**config.mk**
```make
export PLATFORM = sky130hd
export DESIGN_NAME = lsu_sbuf
export DESIGN_NICKNAME = d
export VERILOG_FILES = /design/src/rtl/lsu_sbuf.sv
export SDC_FILE = /design/constraint.sdc
export NUM_CORES = 1
export LEC_CHECK = 0
export CORE_MARGIN = 2
export CORE_UTILIZATION = 53
export DETAILED_ROUTE_END_ITERATION = 8
export GPL_TIMING_DRIVEN = 0
export PLACE_DENSITY = 0.9
export SYNTH_ARGS = -nofsm -noshare
export SYNTH_HDL_FRONTEND = slang
export SYNTH_SLANG_ARGS = --single-unit
```
**constraint.sdc**
```tcl
create_clock -name clk -period 10.47 [get_ports clk]
set_input_delay 2.094 -clock clk [delete_from_list [all_inputs] [get_ports clk]]
set_output_delay 2.094 -clock clk [all_outputs]
set_load 0.005 [all_outputs]
```
**src/rtl/lsu_sbuf.sv**
```systemverilog
// lsu_sbuf: load/store unit between the execution stage and the data TCM.
// Loads go straight to the TCM and return one cycle later. Stores are posted
// into a small circular buffer and written back whenever the TCM port is not
// needed by a load. Misaligned or out-of-window requests are accepted and
// reported through a registered one-cycle exception pulse.
//
// Handshake: a request is taken at the rising clock edge where req_v=1 and
// stall=0; while stall=1 the source holds minst/addr/wdata/rd/fence unchanged.
// rd_v and exc_v are single-cycle pulses without back-pressure.
module lsu_sbuf #(
    parameter int          ADDR_W    = 12,
    parameter int          SB_DEPTH  = 4,
    parameter logic [31:0] DTCM_BASE = 32'h0000_0000
) (
    input  logic              clk,
    input  logic              reset,
    input  logic              req_v,
    input  logic [3:0]        minst,
    input  logic [31:0]       addr,
    input  logic [31:0]       wdata,
    input  logic [4:0]        rd,
    input  logic              fence,
    output logic              stall,
    output logic              rd_v,
    output logic [4:0]        rd_wb,
    output logic [31:0]       rd_data,
    output logic              exc_v,
    output logic [1:0]        exc_cause,
    output logic [31:0]       exc_addr,
    output logic              sb_empty,
    output logic              dtcm_en,
    output logic [3:0]        dtcm_we,
    output logic [ADDR_W-1:0] dtcm_addr,
    output logic [31:0]       dtcm_wdata,
    input  logic [31:0]       dtcm_rdata
);

    localparam int PTR_W   = $clog2(SB_DEPTH);
    localparam int CNT_W   = PTR_W + 1;
    localparam int WIN_LSB = ADDR_W + 2;
    localparam logic [CNT_W-1:0] FULL_CNT = CNT_W'(SB_DEPTH);
    localparam logic [31:0]      BASE     = DTCM_BASE;

    // ---------------------------------------------------------------
    // State
    // ---------------------------------------------------------------
    logic [ADDR_W-1:0] sb_addr_q [SB_DEPTH];
    logic [ADDR_W-1:0] sb_addr_d [SB_DEPTH];
    logic [3:0]        sb_mask_q [SB_DEPTH];
    logic [3:0]        sb_mask_d [SB_DEPTH];
    logic [31:0]       sb_data_q [SB_DEPTH];
    logic [31:0]       sb_data_d [SB_DEPTH];
    logic [SB_DEPTH-1:0] sb_valid_q, sb_valid_d;

    logic [PTR_W-1:0] head_q, head_d;
    logic [PTR_W-1:0] tail_q, tail_d;
    logic [CNT_W-1:0] count_q, count_d;
    logic             sb_empty_q, sb_empty_d;
    logic             fence_pend_q, fence_pend_d;

    logic             ld_pend_q, ld_pend_d;
    logic [4:0]       ld_rd_q, ld_rd_d;
    logic [2:0]       ld_f3_q, ld_f3_d;
    logic [1:0]       ld_off_q, ld_off_d;

    logic             exc_v_q, exc_v_d;
    logic [1:0]       exc_cause_q, exc_cause_d;
    logic [31:0]      exc_addr_q, exc_addr_d;

    // ---------------------------------------------------------------
    // Request decode
    // ---------------------------------------------------------------
    logic              is_store;
    logic [1:0]        req_size;
    logic              misalign;
    logic              out_of_range;
    logic [ADDR_W-1:0] req_waddr;
    logic [3:0]        st_mask;
    logic [31:0]       st_data;
    logic              hazard;

    // Classify the request: size, alignment, window check, store lanes.
    always_comb begin
        is_store     = minst[3];
        req_size     = minst[1:0];
        req_waddr    = addr[WIN_LSB-1:2];
        misalign     = ((req_size == 2'b01) && addr[0]) ||
                       (req_size[1] && (addr[1:0] != 2'b00));
        out_of_range = (addr[31:WIN_LSB] != BASE[31:WIN_LSB]);
        st_mask      = 4'b1111;
        st_data      = wdata;
        case (req_size)
            2'b00: begin
                st_mask = 4'b0001 << addr[1:0];
                st_data = {4{wdata[7:0]}};
            end
            2'b01: begin
                st_mask = addr[1] ? 4'b1100 : 4'b0011;
                st_data = {2{wdata[15:0]}};
            end
            default: begin
                st_mask = 4'b1111;
                st_data = wdata;
            end
        endcase
    end

    // A load may not overtake a buffered store to the same word.
    always_comb begin
        hazard = 1'b0;
        for (int i = 0; i < SB_DEPTH; i++) begin
            if (sb_valid_q[i] && (sb_addr_q[i] == req_waddr)) begin
                hazard = 1'b1;
            end
        end
    end

    // ---------------------------------------------------------------
    // Acceptance and TCM port arbitration
    // ---------------------------------------------------------------
    logic sb_full;
    logic sb_nonempty;
    logic fence_blk;
    logic push;
    logic load_go;
    logic exc_go;
    logic drain;

    // Decide what happens to the request and who owns the TCM port.
    // A full buffer always drains; otherwise a load beats the drain.
    always_comb begin
        sb_full     = (count_q == FULL_CNT);
        sb_nonempty = (count_q != '0);
        fence_blk   = (fence || fence_pend_q) && !sb_empty_q;
        stall       = 1'b0;
        push        = 1'b0;
        load_go     = 1'b0;
        exc_go      = 1'b0;
        if (fence_blk) begin
            stall = 1'b1;
        end else if (req_v) begin
            if (misalign || out_of_range) begin
                exc_go = 1'b1;
            end else if (is_store) begin
                if (sb_full) stall = 1'b1;
                else         push  = 1'b1;
            end else begin
                if (sb_full || hazard) stall   = 1'b1;
                else                   load_go = 1'b1;
            end
        end
        drain = sb_nonempty && !load_go;
    end

    // Drive the TCM: the head entry when draining, otherwise the load.
    always_comb begin
        dtcm_en    = load_go || drain;
        dtcm_we    = 4'b0000;
        dtcm_addr  = req_waddr;
        dtcm_wdata = 32'h0;
        if (drain) begin
            dtcm_we    = sb_mask_q[head_q];
            dtcm_addr  = sb_addr_q[head_q];
            dtcm_wdata = sb_data_q[head_q];
        end
    end

    // ---------------------------------------------------------------
    // Next-state
    // ---------------------------------------------------------------
    // Buffer pointers, occupancy, entry contents and fence tracking.
    always_comb begin
        sb_addr_d  = sb_addr_q;
        sb_mask_d  = sb_mask_q;
        sb_data_d  = sb_data_q;
        sb_valid_d = sb_valid_q;
        head_d     = head_q + PTR_W'(drain);
        tail_d     = tail_q + PTR_W'(push);
        count_d    = count_q + CNT_W'(push) - CNT_W'(drain);
        if (drain) begin
            sb_valid_d[head_q] = 1'b0;
        end
        if (push) begin
            sb_addr_d[tail_q]  = req_waddr;
            sb_mask_d[tail_q]  = st_mask;
            sb_data_d[tail_q]  = st_data;
            sb_valid_d[tail_q] = 1'b1;
        end
        sb_empty_d   = (count_d == '0);
        // A fence stays in force until the buffer has emptied.
        fence_pend_d = fence_blk && (count_d != '0);
    end

    // Load return bookkeeping and exception capture.
    always_comb begin
        ld_pend_d   = load_go;
        ld_rd_d     = load_go ? rd : ld_rd_q;
        ld_f3_d     = load_go ? minst[2:0] : ld_f3_q;
        ld_off_d    = load_go ? addr[1:0] : ld_off_q;
        exc_v_d     = exc_go;
        exc_cause_d = exc_cause_q;
        exc_addr_d  = exc_addr_q;
        if (exc_go) begin
            exc_cause_d = {~misalign, is_store};
            exc_addr_d  = addr;
        end
    end

    // State registers.
    always_ff @(posedge clk or posedge reset) begin
        if (reset) begin
            for (int i = 0; i < SB_DEPTH; i++) begin
                sb_addr_q[i] <= '0;
                sb_mask_q[i] <= '0;
                sb_data_q[i] <= '0;
            end
            sb_valid_q   <= '0;
            head_q       <= '0;
            tail_q       <= '0;
            count_q      <= '0;
            sb_empty_q   <= 1'b1;
            fence_pend_q <= 1'b0;
            ld_pend_q    <= 1'b0;
            ld_rd_q      <= '0;
            ld_f3_q      <= '0;
            ld_off_q     <= '0;
            exc_v_q      <= 1'b0;
            exc_cause_q  <= '0;
            exc_addr_q   <= '0;
        end else begin
            sb_addr_q    <= sb_addr_d;
            sb_mask_q    <= sb_mask_d;
            sb_data_q    <= sb_data_d;
            sb_valid_q   <= sb_valid_d;
            head_q       <= head_d;
            tail_q       <= tail_d;
            count_q      <= count_d;
            sb_empty_q   <= sb_empty_d;
            fence_pend_q <= fence_pend_d;
            ld_pend_q    <= ld_pend_d;
            ld_rd_q      <= ld_rd_d;
            ld_f3_q      <= ld_f3_d;
            ld_off_q     <= ld_off_d;
            exc_v_q      <= exc_v_d;
            exc_cause_q  <= exc_cause_d;
            exc_addr_q   <= exc_addr_d;
        end
    end

    // ---------------------------------------------------------------
    // Load writeback
    // ---------------------------------------------------------------
    logic [31:0] ld_word;
    logic [31:0] ld_ext;

    // Select the addressed lane of the returned word and extend it.
    always_comb begin
        ld_word = dtcm_rdata >> {ld_off_q, 3'b000};
        case (ld_f3_q[1:0])
            2'b00:   ld_ext = {{24{~ld_f3_q[2] & ld_word[7]}}, ld_word[7:0]};
            2'b01:   ld_ext = {{16{~ld_f3_q[2] & ld_word[15]}}, ld_word[15:0]};
            default: ld_ext = ld_word;
        endcase
        rd_data = ld_pend_q ? ld_ext : 32'h0;
    end

    assign rd_v      = ld_pend_q;
    assign rd_wb     = ld_rd_q;
    assign exc_v     = exc_v_q;
    assign exc_cause = exc_cause_q;
    assign exc_addr  = exc_addr_q;
    assign sb_empty  = sb_empty_q;

endmodule
```
==> flow_summary.yaml <==
status:
  outcome: "finished clean"
clock_tree:
  post_cts_resized: 0
  root_buffer: "clkbuf_16"
  clk_latency_ps: 540
  clock_sinks: 251
  clk_pin_slew_ps: 60
  numCtsBuffers: 26
  cts-htree-levels: 1
  cts_tree: "done"
  cts_hold_buf: 0
  cts_setup_buffers: 0
  cts_max_path_buffers: 3
grt:
  grt_util_met1_pct: 36.0
  top_usage_layer: "met2"
  grt_use_met3_pct: 4.86
  grt_overflow: 0
  grt_max_degree: 107
  antenna_found_initial: 0
  grt_pass1_wl_um: 57400
  grt_use_met2_pct: 48.8
  track_usage_pct: 28.5
  grt_pass1_vias: 10400
sta:
  fin_worst_skew_ps: 14.6
  setup_slack_ps: 3350
  rsz0062_at_grt: "false"
  min_period_ps: 7120
  max_freq_ghz: 0.141
  maxSlewHeadroom_pct: 35.0
  drv_slew: 0
  worst_pin_slew_ps: 975
  fin_crit_sh_pct: 68.0
  setup_viol: 0
  finalHoldViolations: 0
detailed_routing:
  vias: 9830
  drt_iter0_drc: 806
  drc: 0
  drt_first_pass_iters: 5
  ant_nets: 0
  viasPerCell: 5.93
  wire_per_inst_um: 22.1
  routed_wirelength_um: 36700
setup_path:
  critPathLaunchType: "input port"
  r2r-end: "fence_pend_q"
  r2r-start: "sb_addr_q[26]"
  reg2reg_depth: 15
  arrival_ps: 5020
  timing_worst_setup_path_type: "input port to output port"
  rrSetupSlack_ps: 6720
  worstSetupEndpointType: "output port"
  worstPathRequired_ps: 8380
  worst-path-max-fanout: 10
floorplanning:
  coreArea_um2: 23600
  die_h_um: 160
  die_area_um2: 25500
  pin_count: 233
  start_util_pct: 54.4
  rows: 56
  die_x_um: 160
placement:
  place_area_um2: 15500
  gp_congestion: 0.899
  io_buffers: 219
  place_ws_ps: 3330
  hpwl_um: 26200
power:
  p_comb_share_pct: 25.8
  swShare_pct: 27.3
  ir_drop_mv: 0.132
  p_int_w: 0.00207
  p_sw_w: 0.000778
  powerDensity_nw_per_um2: 173
  p_seq_share_pct: 38.6
  leakage_nw: 7.32
  pwr-share-clk_pct: 35.6
finish:
  layout-drive-gt1-share_pct: 18.7
  finalInstanceArea_um2: 16400
  final_core_util_pct: 69.6
  insertedDiodeCount: 0
  area_growth_pct: 28.0
  fin_nets: 1435
yosys:
  synthArstFlopShare_pct: 100
  ys.flop_type: "dfrtp_1"
  syn-cell-area_um2: 12800
  syn_nets: 1186
  yosys_warnings: 0
  netlist_instances: 1072
  synth_enable_flop_cells: 0
  ys_types: 53
  postSynthAreaPerCell_um2: 12.0
  ys_seq_area_share_pct: 48.9
  ys_ff_latch: 251
hold_path:
  holdPathEnd: "sb_data_q[12]"
  hp-class: "flip-flop to flip-flop"
  hold_start: "sb_data_q[12]"
  hold_path_depth: 2
job:
  cap_violations: 0
-- Yosys cell counts (3+ instances only) --
cell      count  share of area [%]
nand3_1       5               0.19
a21boi_0      8               0.47
o211a_1       7               0.55
clkbuf_1     31               0.91
mux2_2       68                6.0
mux4_2       48                8.4
nor3_1        3               0.12
nor4_2        5               0.49
or2_2         3               0.15
nand4_1       8               0.39
inv_1         8               0.23
a21oi_1      23               0.90
o21ai_0     106                4.1
buf_6        23                2.0
buf_4         6               0.35
nor4_1        5               0.24
nand2_1     153                4.5
o21ai_1      17               0.66
nor2b_1      38                1.9
mux2i_1      41                3.2
ha_1          4               0.39
o21a_1        8               0.47
buf_1         7               0.20
mux2_1       49                4.3
buf_2        18               0.70
mux2_4       24                2.8
xnor2_1      50                3.4
dfrtp_1     250                 49
a31oi_1       5               0.24
nor2_1       21               0.61
-- cells by family after synthesis --
kind of cell               Yosys count  synth area share (%)
AOI/OAI and AO/OA                  181                  7.95
xor gates and xnor gates            52                  3.55
adders and majority gates            5                 0.545
buffers and inverters               95                  4.51
DFF                                251                  48.9
muxes                              230                  24.7
and+or+nand+nor                    258                  9.89
-- worst max path at each step --
stage                        start             to  slack (ps)  depth (start not counted)
after detailed placement  addr[14]  dtcm_wdata[5]        3330                          9
after global routing      addr[14]  dtcm_wdata[5]        3130                          9
after CTS                 addr[14]  dtcm_wdata[5]        3330                          9
after floorplan              reset     count_q[0]        1480                          1
final                     addr[14]  dtcm_wdata[5]        3350                          9
after global placement       reset  sb_data_q[88]       -1290                          2
-- sequential cells by signal, summed over array words and instances, names as in the netlist --
register      count
sb_mask_q        16
ld_off_q          2
fence_pend_q      1
sb_addr_q        48
count_q           3
exc_addr         32
exc_cause         2
exc_v             1
tail_q            2
sb_valid_q        4
rd_v              1
sb_data_q       128
sb_empty          1
rd_wb             5
head_q            2
ld_f3_q           3
-- through the flow --
step	instances	hold WS, ps	TNS, ps	total power [W]
6_report	1659	479	0	0.00285
5_1_grt	1659	500	0	0.00295
4_1_cts	1659	482	0	0.00286
3_5_place_dp	1612	468	0	0.00185
3_3_place_gp	1610	456	-316840	0.00183
2_1_floorplan	1072	444	0	0.00151
-- power by group through the flow --
| stage | clock (W) | sequential [W] | combinational (W) |
|---|---|---|---|
| 3_3_place_gp | 0 | 0.00111 | 0.000715 |
| 5_1_grt | 0.00106 | 0.00111 | 0.000785 |
| 4_1_cts | 0.00102 | 0.00110 | 0.000743 |
| 3_5_place_dp | 0 | 0.00112 | 0.000734 |
| 2_1_floorplan | 0 | 0.00112 | 0.000394 |
| 6_report | 0.00101 | 0.00110 | 0.000735 |
-- layout by cell type, fill, tap and decap left out, types with 8 or more instances in the layout --
cell type        instances
clkbuf_16               27
o21a_1                   8
clkdlybuf4s50_1        219
buf_2                   18
mux2_1                  49
o21ai_1                 17
mux2_2                  68
clkbuf_1                38
a21boi_0                 8
xnor2_1                 50
nor2b_1                 38
nand2_1                153
nand4_1                  8
o21ai_0                106
mux2i_1                 41
nor2_1                  21
dfrtp_1                250
a21oi_1                 23
mux4_2                  48
mux2_4                  24
buf_6                   23
-- metal layers --
metal  routed length, µm  up-vias
met5                   0        -
met4                1450        0
met3                2750      100
met2               18400      488
met1               14100     4962
li1                    -     4280
-- critical path: stages --
cell             delay, ps
clkdlybuf4s50_1        420
nor4_1                 430
nand3_1                180
nor2_2                 250
and3_2                 250
a21o_4                 160
clkbuf_1               520
and2b_1                250
clkdlybuf4s50_1        440
-- final cells by class --
class / count / area, µm²
Inverter: 10 / 50.0
Buffer: 85 / 537
Clock inverter: 8 / 168
Multi-Input combinational cell: 726 / 5990
Tap cell: 319 / 399
Timing Repair Buffer: 221 / 2250
Clock buffer: 39 / 771
Sequential cell: 251 / 6280
Fill cell: 1620 / 7170
No activity file was read; power rests on OpenSTA's default activity.
